<file path="src/rtl/uart_tx.sv">
// uart_tx: transmit-only 8N1 UART serializer.
// Accepts a byte on a single-cycle start strobe, then shifts out one start
// bit, eight data bits LSB first and one stop bit. Each bit lasts
// CLKS_PER_BIT system clocks. tx and tx_busy come straight from flops.
// CLOCK_FREQ / BAUD_RATE must be at least 2.
module uart_tx #(
   parameter int CLOCK_FREQ = 12000000,
   parameter int BAUD_RATE  = 115200
) (
   input  logic       clk,
   input  logic       rst_n,
   input  logic       tx_start,
   input  logic [7:0] tx_data,
   output logic       tx,
   output logic       tx_busy
);

   localparam int CLKS_PER_BIT = CLOCK_FREQ / BAUD_RATE;
   localparam int CNT_W        = $clog2(CLKS_PER_BIT);
   localparam logic [CNT_W-1:0] CNT_LAST = CNT_W'(CLKS_PER_BIT - 1);

   typedef enum logic [1:0] {
      IDLE  = 2'd0,
      START = 2'd1,
      DATA  = 2'd2,
      STOP  = 2'd3
   } state_t;

   state_t           state_q, state_d;
   logic [CNT_W-1:0] cnt_q,   cnt_d;
   logic [2:0]       bit_q,   bit_d;
   logic [7:0]       shreg_q, shreg_d;
   logic             tx_q,    tx_d;
   logic             busy_q,  busy_d;

   logic             cnt_done;

   assign cnt_done = (cnt_q == CNT_LAST);

   // State and datapath registers; reset aborts any frame and idles the line high.
   always_ff @(posedge clk) begin
      if (!rst_n) begin
         state_q <= IDLE;
         cnt_q   <= '0;
         bit_q   <= '0;
         shreg_q <= '0;
         tx_q    <= 1'b1;
         busy_q  <= 1'b0;
      end else begin
         state_q <= state_d;
         cnt_q   <= cnt_d;
         bit_q   <= bit_d;
         shreg_q <= shreg_d;
         tx_q    <= tx_d;
         busy_q  <= busy_d;
      end
   end

   // Next-state logic: bit timing, data shifting and next line level.
   always_comb begin
      state_d = state_q;
      cnt_d   = cnt_q;
      bit_d   = bit_q;
      shreg_d = shreg_q;
      tx_d    = tx_q;
      busy_d  = busy_q;

      case (state_q)
         IDLE: begin
            tx_d   = 1'b1;
            busy_d = 1'b0;
            if (tx_start) begin
               // The byte is captured here only, so later tx_data changes
               // cannot disturb the frame in flight.
               shreg_d = tx_data;
               tx_d    = 1'b0;
               busy_d  = 1'b1;
               cnt_d   = '0;
               state_d = START;
            end
         end

         START: begin
            if (cnt_done) begin
               cnt_d   = '0;
               bit_d   = '0;
               tx_d    = shreg_q[0];
               state_d = DATA;
            end else begin
               cnt_d = cnt_q + 1'b1;
            end
         end

         DATA: begin
            if (cnt_done) begin
               cnt_d = '0;
               if (bit_q == 3'd7) begin
                  tx_d    = 1'b1;
                  state_d = STOP;
               end else begin
                  // Bit 0 of the shift register always holds the bit on the line.
                  bit_d   = bit_q + 3'd1;
                  shreg_d = {1'b0, shreg_q[7:1]};
                  tx_d    = shreg_q[1];
               end
            end else begin
               cnt_d = cnt_q + 1'b1;
            end
         end

         STOP: begin
            if (cnt_done) begin
               cnt_d   = '0;
               tx_d    = 1'b1;
               busy_d  = 1'b0;
               state_d = IDLE;
            end else begin
               cnt_d = cnt_q + 1'b1;
            end
         end

         default: begin
            state_d = IDLE;
            tx_d    = 1'b1;
            busy_d  = 1'b0;
         end
      endcase
   end

   assign tx      = tx_q;
   assign tx_busy = busy_q;

endmodule

</file>
<file path="config.mk">
export PLATFORM = sky130hd
export DESIGN_NAME = uart_tx
export DESIGN_NICKNAME = d
export VERILOG_FILES = /design/src/rtl/uart_tx.sv
export SDC_FILE = /design/constraint.sdc
export NUM_CORES = 1
export LEC_CHECK = 0
export CORE_MARGIN = 5
export CORE_UTILIZATION = 61
export DETAILED_ROUTE_END_ITERATION = 8
export DONT_BUFFER_PORTS = 1
export HOLD_SLACK_MARGIN = 0.03
export PLACE_DENSITY = 0.87
export SYNTH_ARGS = -nofsm -noshare
export SYNTH_HDL_FRONTEND = slang
export SYNTH_SLANG_ARGS = --single-unit
</file>
<file path="constraint.sdc">
create_clock -name clk -period 2.2 [get_ports clk]
set_clock_uncertainty 0.2 [all_clocks]
set_input_delay 0.55 -clock clk [delete_from_list [all_inputs] [get_ports clk]]
set_output_delay 0.55 -clock clk [all_outputs]
set_load 0.01 [all_outputs]
</file>
## After elaboration in Yosys (flattened, before gate mapping)

Cells that the tools add are included.

- Equality and inequality tests: 11
- Add/subtract/negate cells: 2
- Muxes and demuxes: 26
- Reductions and logical operators: 10

Operators by type and width:

| operator | number |
|---|---|
| 8-bit two-way mux | 3 |
| 8-bit one-hot mux with 2 select lines | 1 |
| 7-bit two-way mux | 2 |
| 7-bit one-hot mux with 2 select lines | 1 |
| 2-bit inequality test, second input constant | 6 |
| 2-bit two-way mux | 5 |
| 3-bit two-way mux | 3 |
| 2-bit one-hot mux with 4 select lines | 1 |
| 4-bit AND reduction | 2 |
| 7-bit by 1-bit adder with 7-bit output, second input constant | 1 |
| 7-bit equality test, second input constant | 1 |
| 1-bit two-way mux | 7 |
| 3-bit one-hot mux with 2 select lines | 1 |
| 2-bit nonzero test | 3 |
| 5-bit AND reduction | 1 |
| 2-bit equality test, second input constant | 2 |
| 1-bit one-hot mux with 4 select lines | 1 |
| 3-bit by 1-bit adder with 3-bit output, second input constant | 1 |
| 3-bit equality test, second input constant | 1 |
| 3-bit AND reduction | 1 |
| 3-bit OR reduction | 1 |
| 2-bit by 1-bit equality test with 1-bit output, second input constant | 1 |
| 2-bit logical NOT | 1 |
| 1-bit one-hot mux with 2 select lines | 1 |
| 2-bit AND reduction | 1 |

- Input port bits: 11
- Output and inout port bits: 2
- Register bits: 22

## Depth between registers and ports, before layout

- Depth in word-level cells: 4
- Gate-level depth with buffers: 8

## Least setup slack after synthesis

Ideal clock, no wire load.

- Path kind: reg2reg
- Start: register state_q[0]
- End: register shreg_q[0]
- Data arrival time: 1.637 ns
- Buffers on the path: 2
- Period minus slack after synthesis: 1.951 ns
- Cell stages (with the launch flop): 9
- Slack: 0.249 ns
- Setup time: 0.115 ns
- Cells stage by stage: dfxtp_1 > inv_1 > ha_1 > and2b_1 > buf_6 > nand4bb_4 > buf_6 > o221a_1 > o21a_1

- Longest elaborated chain between the ends: 3

RTL lines:

| item | line | RTL |
|---|---|---|
| start: declaration | 29 | `state_t state_q, state_d;` |
| start signal: assignment | 50 | `state_q <= state_d;` |
| 2-bit equality test / 2-bit logical NOT (equally long branches) | 68 | `case (state_q)` |
| 2-bit inequality test (no source line) / 2-bit nonzero test (equally long branches) | n/a |  |
| 4-bit AND reduction (no source line) | n/a |  |
| end signal: assignment | 53 | `shreg_q <= shreg_d;` |
| end: declaration | 32 | `logic [7:0] shreg_q, shreg_d;` |

Parallel ways exist; a longest one is shown, timed or not.
A chain may end at the register's enable or synchronous reset.

## Worst setup path in the final report

- Start: register state_q[0]
- End: register shreg_q[3]

Same word-level chain as after synthesis.

==> impl_results.md <==
- Outcome: complete, no violations
- Max FO, Critical Path: 9
- Syn_area_per_cell: 9.539 um^2
- Total number of vias: 928
- Nets: 143
- 1st-iter DRT viols: 15
- Cell taking the most area after synthesis: dfxtp_1
- RSZ-0062 raised after global routing: false
- Fin util: 63.62%
- Post_cts resized: 0
- Mapped Nets: 144
- Register area share after synthesis: 36.94%
- Sw power: 448.8 uW
- CTS tree: built
- Layout area overhead: 1.469%
- Crit Path Category: flip-flop to flip-flop
- CP endpoint kind: flip-flop
- Startpoint Class: flip-flop
- Post-synth EDFFs: 0
- Setup violators final: 0
- Period utilization: 94.01%
- Peak supply drop: 0.5069 mV
- Finished Layout Cells: 150
- Switching share of power: 36.14%
- Dpl cells: 146
- Yosys cell types: 38
- First-pass GRT wire length: 3.415 mm
- Final ANT Viol Nets: 0
- P_leak: 0.0004562 uW
- Post-DP HPWL: 1.579 mm
- Top cells by area, synth: dfxtp_1 37%, ha_1 8.4%, o221a_1 6.6%, o21a_1 5.0%, nand3_1 4.2%
- I/O Buffers: 0
- Total GRT Usage: 16.17%
- Synthesis Warnings: 0
- Largest net degree at the start of global routing: 24
- Drt pass-1 iters: 4
- Top-count cell post-synth: dfxtp_1
- Initial Util: 62.70%
- Slew Viols, Final: 0
- Synth async-reset ratio: 0%
- Vias in the first global route: 808
- Setup TNS Final: 0 ns
- ANT cells: 0
- CTS H-tree depth: 1
- Root Buffer: clkbuf_4
- Fin Hold WS: 0.09686 ns
- Fmax: 0.4835 GHz
- Mapped cell area: 1192 um^2
- Cell Int Power: 793.0 uW
- Top_reg_cell synth: dfxtp_1
- Row cnt: 16
- Fin. Hold Viols: 0
- Worst Hold Class: primary input to flip-flop
- Synth cell count leaders: 22 x dfxtp_1, 10 x nand3_1, 9 x nand2_1
- Vias per cell: 6.187
- Number of synthesized register bits: 22
- Num CTS Buffers: 3
- DRC viols: 0
- Core Footprint: 1902 um^2
- Crit-path cells: inv_1 > ha_1 > and2b_1 > nand4bb_4 > o221a_1 > o21a_1
- Max cap viols: 0
- Relative slew slack: 71.82%
- Mapped Cells: 125
- Share of power burned in registers: 44.1%
- Clock Path Buffers: 2
- CP max-delay cell: dfxtp_1
- Worst-skew pair later-pin latency: 0.32 ns
- DIE WIDTH: 54.21 um
- CP Data Required Time: 2.22 ns
- Worst Path Arrival: 2.09 ns
- Worst-margin pin slew: 0.4183 ns
- Routed wire per std cell: 14.29 um
- GP Congestion: 0.8520
- Ports: 13
- Area share of the leading cell type in the synthesized netlist: 36.94%
- Pwr Density: 1026 nW/um^2
- Share of cells above drive strength 1: 7.317%
- Clock power share: 18.3%
- Max incr delay on CP: 0.42 ns
- Post-CTS setup buffer count: 0
- Die extent in y: 54.21 um
- Die Area: 2939 um^2
- Routed WL: 2.143 mm
- Initial antenna violation count: 0
- Filler cell count: 152
- Grt total ovfl: 0
- Clock-pin slew on the worst setup and hold paths: 0.12 ns
- CTS Hold Bufs: 0
- Tmin final: 2.068 ns
- Comb power frac: 37.6%
- # clock sinks: 22
worst max-delay path, delay by kind of cell, from the launching register on:
kind	cells	cell delay, ns
DFF	1	0.42
and+or+nand+nor	2	0.56
AOI/OAI and AO/OA	2	0.40
adders and majority gates	1	0.29
buffers and inverters	1	0.11
routing by layer:
metal  wire length (um)  global-route usage (%)
met1                926                   19.90
met2               1044                   26.29
met3                118                   3.542
met4                 54                   8.299
met5                  0                       0
cell families after synthesis:
group	count (synthesis)	share of synthesized area, %
buffers and inverters	8	5.037
muxes	1	1.259
adders and majority gates	8	8.395
AOI/OAI and AO/OA	33	21.41
xor gates and xnor gates	4	2.939
and+or+nand+nor	49	24.03
DFF	22	36.94
metrics by stage:
step	power (uW)	area, um^2	worst slack [ns]
floorplan	975.6	1192	0.2486
finish	1242	1210	0.1318
CTS	1246	1210	0.1295
detailed placement	1019	1174	0.1611
global route	1326	1210	0.03015
global placement	999.1	1174	0.2260
layout by cell type (no fill, tap or decap), types with 2 or more instances in the layout:
cell type | synthesis | routed
nand2_1 | 9 | 9
xnor2_1 | 2 | 2
nor3_1 | 5 | 5
a21boi_0 | 2 | 2
o21a_1 | 8 | 8
xor2_1 | 2 | 2
nand2b_1 | 2 | 2
ha_1 | 8 | 8
clkbuf_4 | 0 | 3
nand4_1 | 2 | 2
a21oi_1 | 3 | 3
dfxtp_1 | 22 | 22
nand3_1 | 10 | 10
o221a_1 | 7 | 7
o21ai_0 | 7 | 7
and3_1 | 2 | 2
and2_1 | 2 | 2
inv_1 | 2 | 2
nor2_1 | 6 | 6
sequential cells by signal, summed over array words and instances, names as in the netlist:
register,cells
shreg_q,8
cnt_q,7
bit_q,3
state_q,2
tx,1
tx_busy,1
power groups by stage:
stage,clock [uW],combinational (uW),sequential [uW]
finish,227,467,548
global route,254,515,556
CTS,234,464,548
detailed placement,0,461,558
global placement,0,447,552
floorplan,0,435,541
path summary, 6_finish.rpt:
check	start	to	slack, ns	depth (start not counted)
setup / recovery	state_q[0]$_SDFFE_PN0P_	shreg_q[3]$_SDFFE_PN0P_	0.13	6
hold / removal	rst_n	tx$_SDFFE_PN1P_	0.1	1
setup reg to reg	state_q[0]$_SDFFE_PN0P_	shreg_q[3]$_SDFFE_PN0P_	0.13	6
hold reg to reg	shreg_q[3]$_SDFFE_PN0P_	shreg_q[3]$_SDFFE_PN0P_	0.29	1
cell type report:
class	count	area, um^2	area share, %
multi-input combinational	95	691.9	57.19
clock buffer	4	36.28	2.999
tap	27	33.78	2.792
sequential	22	440.4	36.40
inverter	2	7.507	0.6205
No activity file was read; power rests on OpenSTA's default activity.
